===== src/rtl/handshake_pkg.sv =====
// Shared definitions for the two-phase handshake buffer: field positions and widths.
package handshake_pkg;

    localparam int DEF_WIDTH = 32;
    localparam int DEF_DEPTH = 4;

    typedef logic [$clog2(DEF_DEPTH + 1) - 1:0] level_t;

    function automatic int req_bit(input int width);
        return width - 1;
    endfunction

    function automatic int payload_w(input int width);
        return width - 1;
    endfunction

    function automatic int level_w(input int depth);
        return $clog2(depth + 1);
    endfunction

endpackage


===== src/rtl/handshake_if.sv =====
// Two-wire handshake link: port1 carries {req_tgl, payload}, port2 carries the ack toggle.
interface handshake #(
    parameter int WIDTH = 32
);
    logic [WIDTH-1:0] port1;
    logic [WIDTH-1:0] port2;

    modport dir1 (output port1, input port2);
    modport dir2 (input port1, output port2);
endinterface


===== src/rtl/handshake_fifo_mem.sv =====
// DEPTH x PW storage with wrap-around pointers and an occupancy counter; no protocol logic.
module handshake_fifo_mem
    import handshake_pkg::*;
#(
    parameter int PW    = 31,
    parameter int DEPTH = 4
) (
    input  logic                           clk,
    input  logic                           rst,
    input  logic                           push,
    input  logic                           pop,
    input  logic [PW-1:0]                  wdata,
    output logic [PW-1:0]                  rdata,
    output logic                           full,
    output logic                           empty,
    output logic [level_w(DEPTH)-1:0]      level
);
    localparam int AW = $clog2(DEPTH);
    localparam int LW = level_w(DEPTH);

    logic [PW-1:0] mem [DEPTH];
    logic [AW-1:0] wr_ptr;
    logic [AW-1:0] rd_ptr;

    assign full  = (level == LW'(DEPTH));
    assign empty = (level == '0);
    assign rdata = mem[rd_ptr];

    // Storage is not reset: an empty level makes stale contents unreachable.
    always_ff @(posedge clk) begin
        if (push) begin
            mem[wr_ptr] <= wdata;
        end
    end

    always_ff @(posedge clk or negedge rst) begin
        if (!rst) begin
            wr_ptr <= '0;
            rd_ptr <= '0;
            level  <= '0;
        end else begin
            if (push) begin
                wr_ptr <= wr_ptr + 1'b1;
            end
            if (pop) begin
                rd_ptr <= rd_ptr + 1'b1;
            end
            if (push && !pop) begin
                level <= level + 1'b1;
            end else if (pop && !push) begin
                level <= level - 1'b1;
            end
        end
    end

endmodule


===== src/rtl/handshake_buffer.sv =====
// Elastic two-phase toggle buffer: captures upstream words into a FIFO and re-issues them downstream.
module handshake_buffer
    import handshake_pkg::*;
#(
    parameter int WIDTH = DEF_WIDTH,
    parameter int DEPTH = DEF_DEPTH
) (
    input  logic                           clk,
    input  logic                           rst,
    handshake.dir2                         inf_in,
    handshake.dir1                         inf_out,
    output logic [level_w(DEPTH)-1:0]      level,
    output logic                           err
);
    localparam int RB = req_bit(WIDTH);
    localparam int PW = payload_w(WIDTH);

    logic          in_ack;
    logic          out_req;
    logic [PW-1:0] out_payload;
    logic          ack_q;
    logic          in_req;
    logic          out_ack;
    logic          push;
    logic          launch;
    logic          full;
    logic          empty;
    logic [PW-1:0] fifo_rdata;
    logic          unused_ack_hi;

    assign in_req        = inf_in.port1[RB];
    assign out_ack       = inf_out.port2[0];
    assign unused_ack_hi = ^inf_out.port2[WIDTH-1:1];

    // Decisions use the pre-edge level, so a slot freed by launch is not reusable this cycle.
    assign push   = (in_req != in_ack) && !full;
    assign launch = (out_req == out_ack) && !empty;

    handshake_fifo_mem #(
        .PW    (PW),
        .DEPTH (DEPTH)
    ) u_mem (
        .clk   (clk),
        .rst   (rst),
        .push  (push),
        .pop   (launch),
        .wdata (inf_in.port1[PW-1:0]),
        .rdata (fifo_rdata),
        .full  (full),
        .empty (empty),
        .level (level)
    );

    always_ff @(posedge clk or negedge rst) begin
        if (!rst) begin
            in_ack      <= 1'b0;
            out_req     <= 1'b0;
            out_payload <= '0;
        end else begin
            if (push) begin
                in_ack <= ~in_ack;
            end
            if (launch) begin
                out_payload <= fifo_rdata;
                out_req     <= ~out_req;
            end
        end
    end

    // An ack edge is legal only while our request is outstanding relative to the last ack seen.
    always_ff @(posedge clk or negedge rst) begin
        if (!rst) begin
            ack_q <= 1'b0;
            err   <= 1'b0;
        end else begin
            ack_q <= out_ack;
            if ((out_ack != ack_q) && (out_req == ack_q)) begin
                err <= 1'b1;
            end
        end
    end

    assign inf_in.port2  = {{(WIDTH-1){1'b0}}, in_ack};
    assign inf_out.port1 = {out_req, out_payload};

endmodule


===== src/flat_wrapper.sv =====
// flat-port wrapper written by rule: the top's interface ports become plain ports
module handshake_buffer_flat import handshake_pkg::*;
#(
    parameter int WIDTH = DEF_WIDTH,
    parameter int DEPTH = DEF_DEPTH
)
  (clk, rst, level, err, inf_in_port1, inf_in_port2, inf_out_port1, inf_out_port2);
  handshake #(.WIDTH(WIDTH)) inf_in_i ();
  handshake #(.WIDTH(WIDTH)) inf_out_i ();
  input  logic clk;
  input  logic rst;
  output logic [level_w(DEPTH)-1:0] level;
  output logic err;
  input wire logic [$bits(inf_in_i.port1)-1:0] inf_in_port1;
  output wire logic [$bits(inf_in_i.port2)-1:0] inf_in_port2;
  output wire logic [$bits(inf_out_i.port1)-1:0] inf_out_port1;
  input wire logic [$bits(inf_out_i.port2)-1:0] inf_out_port2;
  assign inf_in_i.port1 = inf_in_port1;
  assign inf_in_port2 = inf_in_i.port2;
  assign inf_out_port1 = inf_out_i.port1;
  assign inf_out_i.port2 = inf_out_port2;
  handshake_buffer #(.WIDTH(WIDTH), .DEPTH(DEPTH)) u_core (.clk(clk), .rst(rst), .inf_in(inf_in_i), .inf_out(inf_out_i), .level(level), .err(err));
endmodule

===== config.mk =====
export PLATFORM = sky130hd
export DESIGN_NAME = handshake_buffer_flat
export DESIGN_NICKNAME = d
export VERILOG_FILES = /design/src/rtl/handshake_pkg.sv /design/src/rtl/handshake_if.sv /design/src/rtl/handshake_fifo_mem.sv /design/src/rtl/handshake_buffer.sv /design/src/flat_wrapper.sv
export SDC_FILE = /design/constraint.sdc
export NUM_CORES = 1
export LEC_CHECK = 0
export ABC_CLOCK_PERIOD_IN_PS = 2700
export CAP_MARGIN = 15
export CORE_MARGIN = 8
export CORE_UTILIZATION = 51
export DETAILED_ROUTE_END_ITERATION = 8
export PLACE_DENSITY = 0.79
export REMOVE_ABC_BUFFERS = 1
export SLEW_MARGIN = 25
export SYNTH_ARGS = -nofsm -noshare
export SYNTH_HDL_FRONTEND = slang
export SYNTH_HIERARCHICAL = 1
export SYNTH_SLANG_ARGS = --single-unit

===== constraint.sdc =====
create_clock -name clk -period 2.7 [get_ports clk]
set_clock_uncertainty 0.1 [all_clocks]
set_input_delay 0.54 -clock clk [delete_from_list [all_inputs] [get_ports clk]]
set_output_delay 0.54 -clock clk [all_outputs]
set_load 0.01 [all_outputs]

# Yosys cells after proc, flatten, opt, wreduce, memory -nomap -nowiden
# Memories as Yosys holds them, arrays and structs flattened. A register that Yosys moved wholly into a read port is not among the register bits.
# Cells that the tools add are included.
# W data, S select, Z words.
dict set report totals {
  reg_bits 11
  latch_bits 0
  ram_bits 124
  rom_bits 0
  in_bits 66
  out_inout_bits 68
  elab_cells 35
  mem_count 1
}
dict set report op_classes {
  n_addsub 4
  multipliers 0
  div_mod_pow 0
  magnitude_cmp 0
  eq_ne 5
  shifts 0
  n_mux 4
  bitwise 2
  reduce_logical 12
}
# memory words width rd rd_clocked_by_memory_dff wr line
set mem_list {}
lappend mem_list {u_core.u_mem.mem 4 31 1 1 1 handshake_fifo_mem.sv:21} ;# logic [PW-1:0] mem [DEPTH];
# op n
set op_table {}
lappend op_table {{$mux W3} 2}
lappend op_table {{$logic_and A1 B1 Y1} 5}
lappend op_table {{$logic_not A1 Y1} 5}
lappend op_table {{$add A2 B1 Y2 const B} 2}
lappend op_table {{$add A3 B1 Y3 const B} 1}
lappend op_table {{$eq A3 B3 Y1 const B} 1}
lappend op_table {{$logic_not A3 Y1} 1}
lappend op_table {{$sub A3 B1 Y3 const B} 1}
lappend op_table {{$eq A1 B1 Y1} 2}
lappend op_table {{$mux W1} 2}
lappend op_table {{$ne A1 B1 Y1} 2}
lappend op_table {{$not A1 Y1} 2}
lappend op_table {{$reduce_bool A2 Y1} 1}

# Logic depth before layout (Yosys ltp)
dict set report depth {
  word_depth 7
  ltp_mapped 10
  mapped_depth_nobuf 9
}

# By module
# The synthesis kept the hierarchy.
# mod n_inst cells_each area_each_um2 seq_area_each_um2
set modules_own_cells {}
lappend modules_own_cells {handshake_fifo_mem 1 196 4909.7 3898.7}
lappend modules_own_cells {handshake_buffer 1 114 1692.9 875.8}

# Worst setup path after synthesis
# Ideal clock, no wire load.
dict set report synth_path {
  path_type {register to register}
  from {register u_core.u_mem.level[0]}
  to {register u_core.u_mem.level[2]}
  setup_ps 79
  arrival_ps 2169
  required_time_ps 2521
  path_slack_ps 352
  path_stages_with_launch 11
  path_buffers 1
  period_less_slack_ps 2348
  path_cell_list {dfrtp_1 > nor3_1 > nor2_4 > buf_6 > inv_1 > ha_1 > inv_1 > fa_1 > xor2_1 > nor2_1 > xor2_1}
}
dict set report synth_via {
  elab_chain_cells 6
  word_cells_on_any_way 15
  classes_between {2 x add/sub; 1 x eq/ne; 2 x mux; 10 x reduce/logical}
}
# element line
set synth_rtl {}
lappend synth_rtl {{from (decl)} handshake_fifo_mem.sv:16} ;# output logic [level_w(DEPTH)-1:0] level
lappend synth_rtl {{from (signal assigned)} handshake_fifo_mem.sv:49} ;# level <= level + 1'b1;
lappend synth_rtl {{from (signal assigned)} handshake_fifo_mem.sv:51} ;# level <= level - 1'b1;
lappend synth_rtl {{$logic_not A3 Y1 *} handshake_fifo_mem.sv:26} ;# assign empty = (level == '0);
lappend synth_rtl {{net u_core.empty} handshake_buffer.sv:27} ;# logic empty;
lappend synth_rtl {{$logic_not A1 Y1 *} handshake_buffer.sv:37} ;# assign launch = (out_req == out_ack) && !empty;
lappend synth_rtl {{$logic_and A1 B1 Y1 *} handshake_buffer.sv:37}
lappend synth_rtl {{net u_core.launch} handshake_buffer.sv:25} ;# logic launch;
lappend synth_rtl {{$logic_not A1 Y1} handshake_fifo_mem.sv:48} ;# if (push && !pop) begin
lappend synth_rtl {{$logic_and A1 B1 Y1} handshake_fifo_mem.sv:48}
lappend synth_rtl {{$mux W3 or $reduce_bool A2 Y1 (tied branches)} -}
# The timed path passes the listed nets; every way through them passes the cells marked *. The select of a mux whose other input is x is not followed.
# A chain may end at the register's enable or synchronous reset.

# Worst setup path in the final report
dict set report layout_path {
  from {register u_core.u_mem.level[0]}
  to {register u_core.u_mem.level[2]}
}
dict set report layout_via {
  elab_chain_cells 6
  word_cells_on_any_way 15
  classes_between {2 x add/sub; 1 x eq/ne; 2 x mux; 10 x reduce/logical}
}
# element line
set layout_rtl {}
lappend layout_rtl {{$logic_not A3 Y1 *} handshake_fifo_mem.sv:26}
lappend layout_rtl {{net u_core.empty} handshake_buffer.sv:27}
lappend layout_rtl {{$logic_not A1 Y1 *} handshake_buffer.sv:37}
lappend layout_rtl {{$logic_and A1 B1 Y1 *} handshake_buffer.sv:37}
lappend layout_rtl {{$logic_not A1 Y1} handshake_fifo_mem.sv:48}
lappend layout_rtl {{$logic_and A1 B1 Y1} handshake_fifo_mem.sv:48}
lappend layout_rtl {{$mux W3 or $reduce_bool A2 Y1 (tied branches)} -}
# Marks and branches as above.

==> results.txt <==
fill cell count -> 901
Synth top cells by count -> edfxtp_1 (124), dfrtp_1 (42), buf_4 (33), mux2_4 (29), mux4_2 (28)
type of the worst setup path -> reg2reg
Area contributors post-synth -> edfxtp_1 (56%), dfrtp_1 (16%), mux4_2 (9.6%), mux2_4 (6.6%), buf_4 (3.8%)
Multi-input gate area -> 1563 um2
Reg clk slew, reported paths -> 0.06 ns
number of clock sinks -> 166
r2r startpoint -> u_core/u_mem/level[0]
Die X -> 129.8 um
synth warn -> 6
Area Overhead vs Synth -> 20.47%
mapped cell area -> 6603 um2
Req. time, crit path -> 2.94 ns
boundary pin count -> 134
status -> finished, final reports clean
CP Launch Type -> flop
Num CTS Buffers -> 17
Tmin final -> 2.221 ns
Worst EP arrival -> 2.47 ns
clock tree buffer depth -> 2
Wirelength per Cell -> 19.07 um
Clock H-tree levels -> 4
Layout Utilization -> 63.03%
hold-fix buffers at CTS -> 0
Final Power -> 9321 uW
starting density of the core -> 52.32%
worst-path maximum fanout -> 5
vias in the first global route -> 3232
most numerous cell in the Yosys netlist -> edfxtp_1
setup slack, reg-to-reg -> 0.48 ns
top_reg_cell synth -> edfxtp_1
unrepaired setup endpoints after global routing -> no
pwr/cell area -> 1172 nW/um2
CP Capture Type -> flop
die area -> 16840 um2
routed via count -> 2926
Mapped Avg Cell Area -> 21.30 um2
routability-driven placement congestion ratio -> 0.6433
Setup Buffers After CTS -> 0
#FFs+latches synth -> 166
drc violations -> 0
HPWL Detailed -> 7219 um
number of routed nets with antenna violations -> 0
Fin. Hold Viols -> 0
Slew Limit Fails -> 0
largest area contributor in the netlist -> edfxtp_1
first-pass GRT wire length -> 17640 um
overall routing resource usage -> 14.54%
initial antenna violation count -> 0
Reg2Reg Capture Point -> u_core/u_mem/level[2]
vias per inst -> 4.976
pin count of the biggest net entering global routing -> 34
Seq/Total Area, Yosys -> 72.31%
Final TNS setup -> 0 ns
Clock Latency Late Sink -> 0.42 ns
area of the core -> 12620 um2
Lkg Pwr -> 0.002944 uW
CTS tree -> done
Resized Gates After CTS -> 0
r2r worst-path depth -> 9
Layout Cells excl Fill -> 588
Netlist cell types -> 24
Hold WS -> 0.05103 ns
Buffers on Ports -> 71
sum of routed wire length over all layers -> 11220 um
Max rail drop VDD -> 641.3 uV
Register Area -> 4777 um2
max-cap violations -> 0
Congestion Overflow GR -> 0
ys async rst share -> 25.30%
Worst slew margin -> 55.16%
share of layout cells above drive strength 1 -> 27.16%
Placed Instances -> 556
measured slew at the worst slew-check pin -> 0.6725 ns
die span in y -> 129.8 um
row count -> 41
EDFF count, synth -> 124
CTS root buf -> clkbuf_16
drt first pass iters -> 4
post-synthesis cell count -> 310
Hold Crit Class -> in2async
nets -> 475
Final Cycle Share -> 82.25%
fmax -> 450.3 MHz
ant diodes -> 0
top-area cell type share of the netlist area -> 56.40%
Final setup viols -> 0
violation count after the first detailed-route iteration -> 155
## worst max-delay path, stage by stage, from the launching register on
cell     delay, ns
dfrtp_1       0.45
nor3_1        0.44
nor2_4        0.07
inv_1         0.06
ha_1          0.17
inv_1         0.06
fa_1          0.37
xor2_1        0.16
nor2_1        0.11
xor2_1        0.14
## area by class of cell
cell class,instances,share of cell area (%)
Clock buffer,20,5.616
Clock inverter,12,1.400
Inverter,4,0.1888
Multi-Input combinational cell,127,19.65
Sequential cell,166,60.06
Tap cell,172,2.706
Timing Repair Buffer,87,10.38
## kinds of logic after synthesis
kind of cell / after synthesis / synth area share (%)
AO/OA/AOI/OAI: 3 / 0.3032
AND/OR/NAND/NOR: 15 / 1.194
multiplexers: 64 / 18.02
other: 1 / 0.05680
buffers and inverters: 47 / 5.799
flip-flops: 166 / 72.31
XOR/XNOR: 8 / 1.061
adder cells (fa/ha/maj): 6 / 1.251
## metrics by stage
step	worst slack, ns	instance area, um2
floorplan	-0.05746	6347
global placement	0.07391	7396
finish	0.4792	7954
global route	0.2595	7954
detailed placement	0.1048	7396
CTS	0.4755	7954
## cell usage in the layout (no fill, tap or decap), types with 3 or more instances in the layout
| cell type | instances |
|---|---|
| mux4_1 | 3 |
| xor2_1 | 5 |
| nand2_1 | 4 |
| clkinv_1 | 3 |
| nor2_1 | 4 |
| mux2_4 | 29 |
| conb_1 | 31 |
| dfrtp_1 | 40 |
| mux4_2 | 28 |
| ha_1 | 5 |
| inv_1 | 4 |
| buf_4 | 16 |
| xnor2_1 | 3 |
| and2_2 | 4 |
| mux2_2 | 4 |
| clkinv_2 | 5 |
| clkdlybuf4s50_1 | 70 |
| clkbuf_16 | 17 |
| edfxtp_1 | 124 |
## how the worst max path moves through the flow
| stage | from | end | slack, ns | depth (start not counted) |
|---|---|---|---|---|
| finish | u_core/u_mem/level[0] | u_core/u_mem/level[2] | 0.48 | 9 |
| global route | u_core/u_mem/level[0] | u_core/u_mem/level[2] | 0.26 | 9 |
| CTS | u_core/u_mem/level[0] | u_core/u_mem/level[2] | 0.48 | 9 |
| detailed placement | inf_out_port2[0] | u_core/u_mem/level[2] | 0.10 | 10 |
| global placement | inf_in_port1[31] | u_core/u_mem/level[2] | 0.07 | 9 |
| floorplan | inf_out_port2[0] | u_core/u_mem/level[1] | -0.06 | 7 |
## metal layers
| layer | up-vias | part of all wire, % | track usage (%) |
|---|---|---|---|
| met4 | 0 | 2.2 | 7.582 |
| li1 | 1320 | - | - |
| met2 | 71 | 53 | 25.24 |
| met3 | 18 | 5.7 | 4.366 |
| met5 | - | 0 | 0 |
| met1 | 1517 | 39 | 15.87 |
## state kept, by name, indices dropped and copies added (netlist names)
register,flops
u_core/ack_q,1
u_core/in_ack,1
u_core/u_mem/level,3
u_core/u_mem/mem,124
u_core/out_payload,31
u_core/u_mem/wr_ptr,2
u_core/u_mem/rd_ptr,2
u_core/err,1
u_core/out_req,1
## power by group
part           leakage, uW  switching [uW]  internal [uW]
clock             0.000272             899           1360
combinational      0.00105            1320           1840
sequential         0.00162             333           3570
total              0.00294            2550           6770
Power figures use the tool's default switching activity.
